--- src/rtl/pattern_scan_ctrl.sv ---
// pattern_scan_ctrl
//
// This block takes 8-bit words from two requesters and arbitrates between
// them round-robin. It scans each accepted word MSB first through a 4-bit
// history window. It counts how many times the window equals a programmable
// 4-bit pattern, with overlapping matches counted. It then presents the count
// to a consumer using a valid/ready handshake.
//
// State table
//   state | meaning
//   IDLE  | waiting for a word; grants one requester; pattern writable
//   SHIFT | consuming one bit of the latched word per clock (8 clocks)
//   DONE  | result presented; held until res_ready
//
// Ports
//   clk, resetn            clock, synchronous active-low reset
//   req0_valid/data/ready  requester 0 word handshake
//   req1_valid/data/ready  requester 1 word handshake
//   cfg_we, cfg_pattern    pattern register write (IDLE only)
//   busy                   high whenever not in IDLE
//   res_valid/id/count     scan result; res_ready accepts it

module pattern_scan_ctrl (
    input  logic       clk,
    input  logic       resetn,
    input  logic       req0_valid,
    input  logic [7:0] req0_data,
    output logic       req0_ready,
    input  logic       req1_valid,
    input  logic [7:0] req1_data,
    output logic       req1_ready,
    input  logic       cfg_we,
    input  logic [3:0] cfg_pattern,
    output logic       busy,
    output logic       res_valid,
    output logic       res_id,
    output logic [3:0] res_count,
    input  logic       res_ready
);

    typedef enum logic [1:0] {
        IDLE  = 2'd0,
        SHIFT = 2'd1,
        DONE  = 2'd2
    } state_t;

    state_t     state;
    logic [7:0] data_q;
    logic [3:0] pattern;
    logic [3:0] window;
    logic [2:0] bit_cnt;
    logic [3:0] count;
    logic       last_grant;
    logic       res_id_q;

    logic       grant;
    logic       accept;
    logic [3:0] window_next;
    logic       in_idle;

    // On a tie, the requester that was not served last wins. Otherwise, the
    // only valid requester wins.
    assign grant       = (req0_valid && req1_valid) ? ~last_grant : req1_valid;
    assign in_idle     = resetn && (state == IDLE);
    assign req0_ready  = in_idle && req0_valid && !grant;
    assign req1_ready  = in_idle && req1_valid && grant;
    assign accept      = req0_ready || req1_ready;

    // data_q shifts left, so bit 7 of the remaining word is always next
    assign window_next = {window[2:0], data_q[7]};

    // These are gated by resetn so they read 0 during reset even before the
    // first reset edge.
    assign busy        = resetn && (state != IDLE);
    assign res_valid   = resetn && (state == DONE);
    assign res_id      = res_id_q;
    assign res_count   = count;

    always_ff @(posedge clk) begin
        if (!resetn) begin
            state      <= IDLE;
            pattern    <= 4'b1010;
            last_grant <= 1'b1;
            window     <= 4'd0;
            bit_cnt    <= 3'd0;
            count      <= 4'd0;
            res_id_q   <= 1'b0;
            data_q     <= 8'd0;
        end else begin
            case (state)
                IDLE: begin
                    if (cfg_we) begin
                        pattern <= cfg_pattern;
                    end
                    if (accept) begin
                        data_q     <= grant ? req1_data : req0_data;
                        res_id_q   <= grant;
                        last_grant <= grant;
                        window     <= 4'd0;
                        bit_cnt    <= 3'd0;
                        count      <= 4'd0;
                        state      <= SHIFT;
                    end
                end
                SHIFT: begin
                    window  <= window_next;
                    data_q  <= {data_q[6:0], 1'b0};
                    bit_cnt <= bit_cnt + 3'd1;
                    // A match needs a full window of this word's bits, so the
                    // first check happens on the fourth bit (bit_cnt == 3).
                    if ((bit_cnt >= 3'd3) && (window_next == pattern)) begin
                        count <= count + 4'd1;
                    end
                    if (bit_cnt == 3'd7) begin
                        state <= DONE;
                    end
                end
                DONE: begin
                    if (res_ready) begin
                        state <= IDLE;
                    end
                end
                default: state <= IDLE;
            endcase
        end
    end

endmodule

--- config.mk ---
export PLATFORM = sky130hd
export DESIGN_NAME = pattern_scan_ctrl
export DESIGN_NICKNAME = d
export VERILOG_FILES = /design/src/rtl/pattern_scan_ctrl.sv
export SDC_FILE = /design/constraint.sdc
export NUM_CORES = 1
export LEC_CHECK = 0
export CELL_PAD_IN_SITES_DETAIL_PLACEMENT = 1
export CELL_PAD_IN_SITES_GLOBAL_PLACEMENT = 1
export CORE_MARGIN = 2
export CORE_UTILIZATION = 37
export DETAILED_ROUTE_END_ITERATION = 10
export GPL_ROUTABILITY_DRIVEN = 0
export PLACE_DENSITY_LB_ADDON = 0.1
export RECOVER_POWER = 50
export SLEW_MARGIN = 20
export SYNTH_ARGS = -nofsm -noshare
export SYNTH_HDL_FRONTEND = slang
export SYNTH_SLANG_ARGS = --single-unit
--- constraint.sdc ---
create_clock -name clk -period 3 [get_ports clk]
set_clock_uncertainty 0.05 [all_clocks]
set_input_delay 0.3 -clock clk [delete_from_list [all_inputs] [get_ports clk]]
set_output_delay 0.3 -clock clk [all_outputs]
set_load 0.03 [all_outputs]
After elaboration in Yosys (flattened, before gate mapping) --
Index checks and enable logic that the tools add are counted. Widths: inputs -> output; s select.
Storage, ports and cells: register bits after elaboration 26, bits in latches 0, bits in writable memories 0, bits in read-only memories 0, input bits 26, output and inout bits 9, logic and storage cells 53, memories 0
Cells by class: add/subtract/negate cells 2, multipliers 0, divide/modulo/power cells 0, magnitude comparators 1, eq/ne operators 8, shifts and indexed selects 0, mux-type cells 14, bitwise logic cells 1, reductions and logical operators 19
Operators by type and width (count):
- $mux 8 | 2
- $pmux 8 s2 | 1
- $pmux 3 s2 | 2
- $logic_and 1x1->1 | 9
- $mux 4 | 2
- $ne 2x2->1 const B | 4
- $pmux 4 s2 | 1
- $mux 2 | 3
- $pmux 2 s3 | 1
- $reduce_and 2->1 | 3
- $reduce_and 3->1 | 2
- $add 4x1->4 const B | 1
- $eq 4x4->1 | 1
- $reduce_bool 2->1 | 2
- $add 3x1->3 const B | 1
- $eq 3x3->1 const B | 1
- $ge 3x2->1 const B | 1
- $mux 3 | 1
- $eq 2x1->1 const B | 1
- $eq 2x2->1 const B | 1
- $logic_not 2->1 | 1
- $logic_not 1->1 | 1
- $logic_or 1x1->1 | 1
- $mux 1 | 1
- $not 1->1 | 1

Logic depth before layout (Yosys ltp) --
word-level depth 7, gate-level depth with buffers 6, mapped depth without buffers 6

Worst setup path before layout --
No wires, ideal clock.
kind input-to-output, start point input port resetn, end point output port res_valid, arrival 1.310 ns, data required time 2.650 ns, path slack 1.340 ns, stages 3, path buffers 1, cells stage by stage inv_1 -> clkbuf_1 -> nor3b_1
Between the ends: longest elaborated chain between the ends 1
Ends and longest elaborated chain:
- from (decl) | line 25 | input logic resetn,
- $logic_and 1x1->1 | line 75 | assign res_valid = resetn && (state == DONE);
- to (decl) | line 35 | output logic res_valid,
Every way passes these cells.

Worst setup path in the final report --
start point input port resetn, end point output port req0_ready
Between the ends: longest elaborated chain between the ends 3
Ends and longest elaborated chain:
- $logic_and 1x1->1 | line 64 | assign in_idle = resetn && (state == IDLE);
- $logic_and 1x1->1 (2 in series) | line 65 | assign req0_ready = in_idle && req0_valid && !grant;
- to (decl) | line 28 | output logic req0_ready,
Every way passes these cells.

==> impl_metrics.toml <==
[final_layout]
finalNonFillerCells = 221
layout_common_cells = "clkdlybuf4s50_1, dfxtp_1, nor2_1"
fillers = 402
diodes = 0
seq_area_sq_um = 520
multiInputGateArea_sq_um = 689
layout_commonest_cell = "clkdlybuf4s50_1"
fin_util_pct = 50.9
area_growth_pct = 33.2
final_nets = 207
drive_gt1_share_pct = 6.29

[timing]
slew_headroom_pct = 37.2
final_max_slew_viol_count = 0
grt_setup_unrepaired = "no"
final-setup-viol-count = 0
fin_tns_setup_ns = 0
worst_pin_slew_ns = 0.940
fin_crit_sh_pct = 84.1
finalHoldViolations = 0
fmax_mhz = 396
worst_slack_ns = 0.477
holdWs_ns = 0.427
period_minus_slack_ns = 2.52

[power]
comb_power_share_pct = 20.9
p_switching_mw = 0.187
swShare_pct = 27.8
vdd_drop_max_mv = 0.150
leakage_nw = 0.675
intPower_mw = 0.484
power_density_mw_per_mm2 = 401
clkPwrFrac_pct = 22.0
p_seq_share_pct = 57.1

[drt]
routed_wl_um = 3190
ant_nets = 0
viasPerCell = 5.30
drtPass1Iterations = 4
wl_per_cell_um = 14.4
vias = 1171
drc_errors = 0
drt-initial-drc-count = 44

[synth]
synth-simple-area-share_pct = 19.8
ys_ff_latch = 26
synth_compound_gate_area_share_pct = 18.1
synth_top_family_by_area = "simple AND/OR/NAND/NOR gates"
synth_xor_area_share_pct = 2.79
ys_warn_count = 0
synthAdderAreaFrac_pct = 3.99
netlist_area_sq_mm = 0.00125
ys_async_sr_fraction_pct = 0
seq_area_frac_synth_pct = 41.5
synth.distinct_cells = 33
muxShareOfSynthArea_pct = 10.2
syn_nets = 170
synth_ff_type = "dfxtp_1"
synth_edf_count = 0
avgSynthCellArea_sq_um = 8.96
synthCells = 140

[clock_network]
cts_tree = "built"
cts-buffers-inserted = 3
cts_hold_buffers = 0
clk_path_buf_depth = 2
cts_resized = 0
cts_htree_levels = 1
path_clk_slew_ns = 0.14
cts_root_buf = "clkbuf_4"
postCtsSetupBuffers = 0
clock-sinks = 26
clk_latency_ns = 0.31

[grt]
grt_use_met2_pct = 32.1
track_usage_pct = 17.3
grt_pass1_vias = 1284
antenna_found_initial = 0
globalRouteMet1Util_pct = 20.7
grt_util_met3_pct = 2.17
grt.busiest_layer = "met2"
grt_max_degree = 15
grt_pass1_wl_um = 5550
grt.overflow.total = 0

[worst_hold_path]
min_from = "data_q[0]"
hp-class = "reg2reg"

[critical_path]
reg2reg_from = "state[0]"
cp-startpoint = "resetn"
endpoint_kind = "output port"
cp-start-kind = "primary input"
cp_max_fo = 13
crit_required_ns = 2.65
worst_ep_arrival_time_ns = 2.17
setup.worst_path.class = "in2out"

[floorplan]
die_w_um = 62.2
die_height_um = 62.2
fp.dieArea_sq_mm = 0.00387
io_pins = 35
row_count = 21
initial_utilization_pct = 38.2
core_sq_mm = 0.00328

[placed_design]
dp.cells = 218
port_buffers = 34
place_ws_ns = 0.714
hpwl_um = 2480

[run_status]
status = "complete, no violations"

[run]
max-cap-violations = 0
[critical path: stages]
cell and delay (ns):
dlygate4sd3_1 0.54, clkbuf_1 0.41, and4b_1 0.25, clkdlybuf4s50_1 0.66
[metrics by stage]
stage          total power, mW  instance area [sq um]
4_1_cts                  0.682                   1680
5_1_grt                  0.709                   1670
6_report                 0.671                   1670
2_1_floorplan            0.467                   1250
3_5_place_dp             0.535                   1660
3_3_place_gp             0.529                   1660
[layer usage]
layer	vias up	share of wire (%)
met2	21	52
met1	565	44
li1	581	-
met5	-	0
met4	0	1.2
met3	4	2.9
[sequential cells by signal (all words and copies together), names as in the netlist]
name and count:
res_count 4, data_q 8, bit_cnt 3, res_id 1
pattern 4, last_grant 1, state 2, window 3
[area by class of cell]
class,count,share of cell area (%)
Tap cell,46,3.44
Multi-Input combinational cell,104,41.2
Clock buffer,3,1.35
Sequential cell,26,31.1
Inverter,2,0.449
Timing Repair Buffer,40,22.4
[power groups by stage]
stage	combinational, mW	clock, mW	sequential, mW
final	0.140	0.148	0.383
after global routing	0.156	0.169	0.385
after global placement	0.140	0	0.389
after detailed placement	0.145	0	0.390
after CTS	0.145	0.154	0.383
after floorplan	0.0804	0	0.387
[worst paths after layout]
check,endpoint,slack (ns),cells after the start
hold / removal,data_q[1],0.43,2
hold reg to reg,data_q[1],0.43,2
setup / recovery,req0_ready,0.48,4
setup reg to reg,data_q[0],1.12,5
[cells in the mapped netlist, types with 4 or more instances]
master	n	area, sq um
a21oi_1	6	30.0
nor2_1	16	60.1
mux2i_1	9	90.1
ha_1	4	50.1
dfxtp_1	26	521
o22ai_1	6	37.5
nand2_1	11	41.3
a22oi_1	12	90.1
xor2_1	4	35.0
nand3_1	11	55.1
clkbuf_1	4	15.0
[logic make-up (layout without fill, tap and decap cells)]
kind of cell	after synthesis	after routing
adder cells (fa/ha/maj)	4	4
flip-flops	26	26
buffers and inverters	10	45
multiplexers	12	12
AO/OA/AOI/OAI	33	33
XOR/XNOR	4	4
AND/OR/NAND/NOR	51	51
Power figures use the tool's default switching activity.
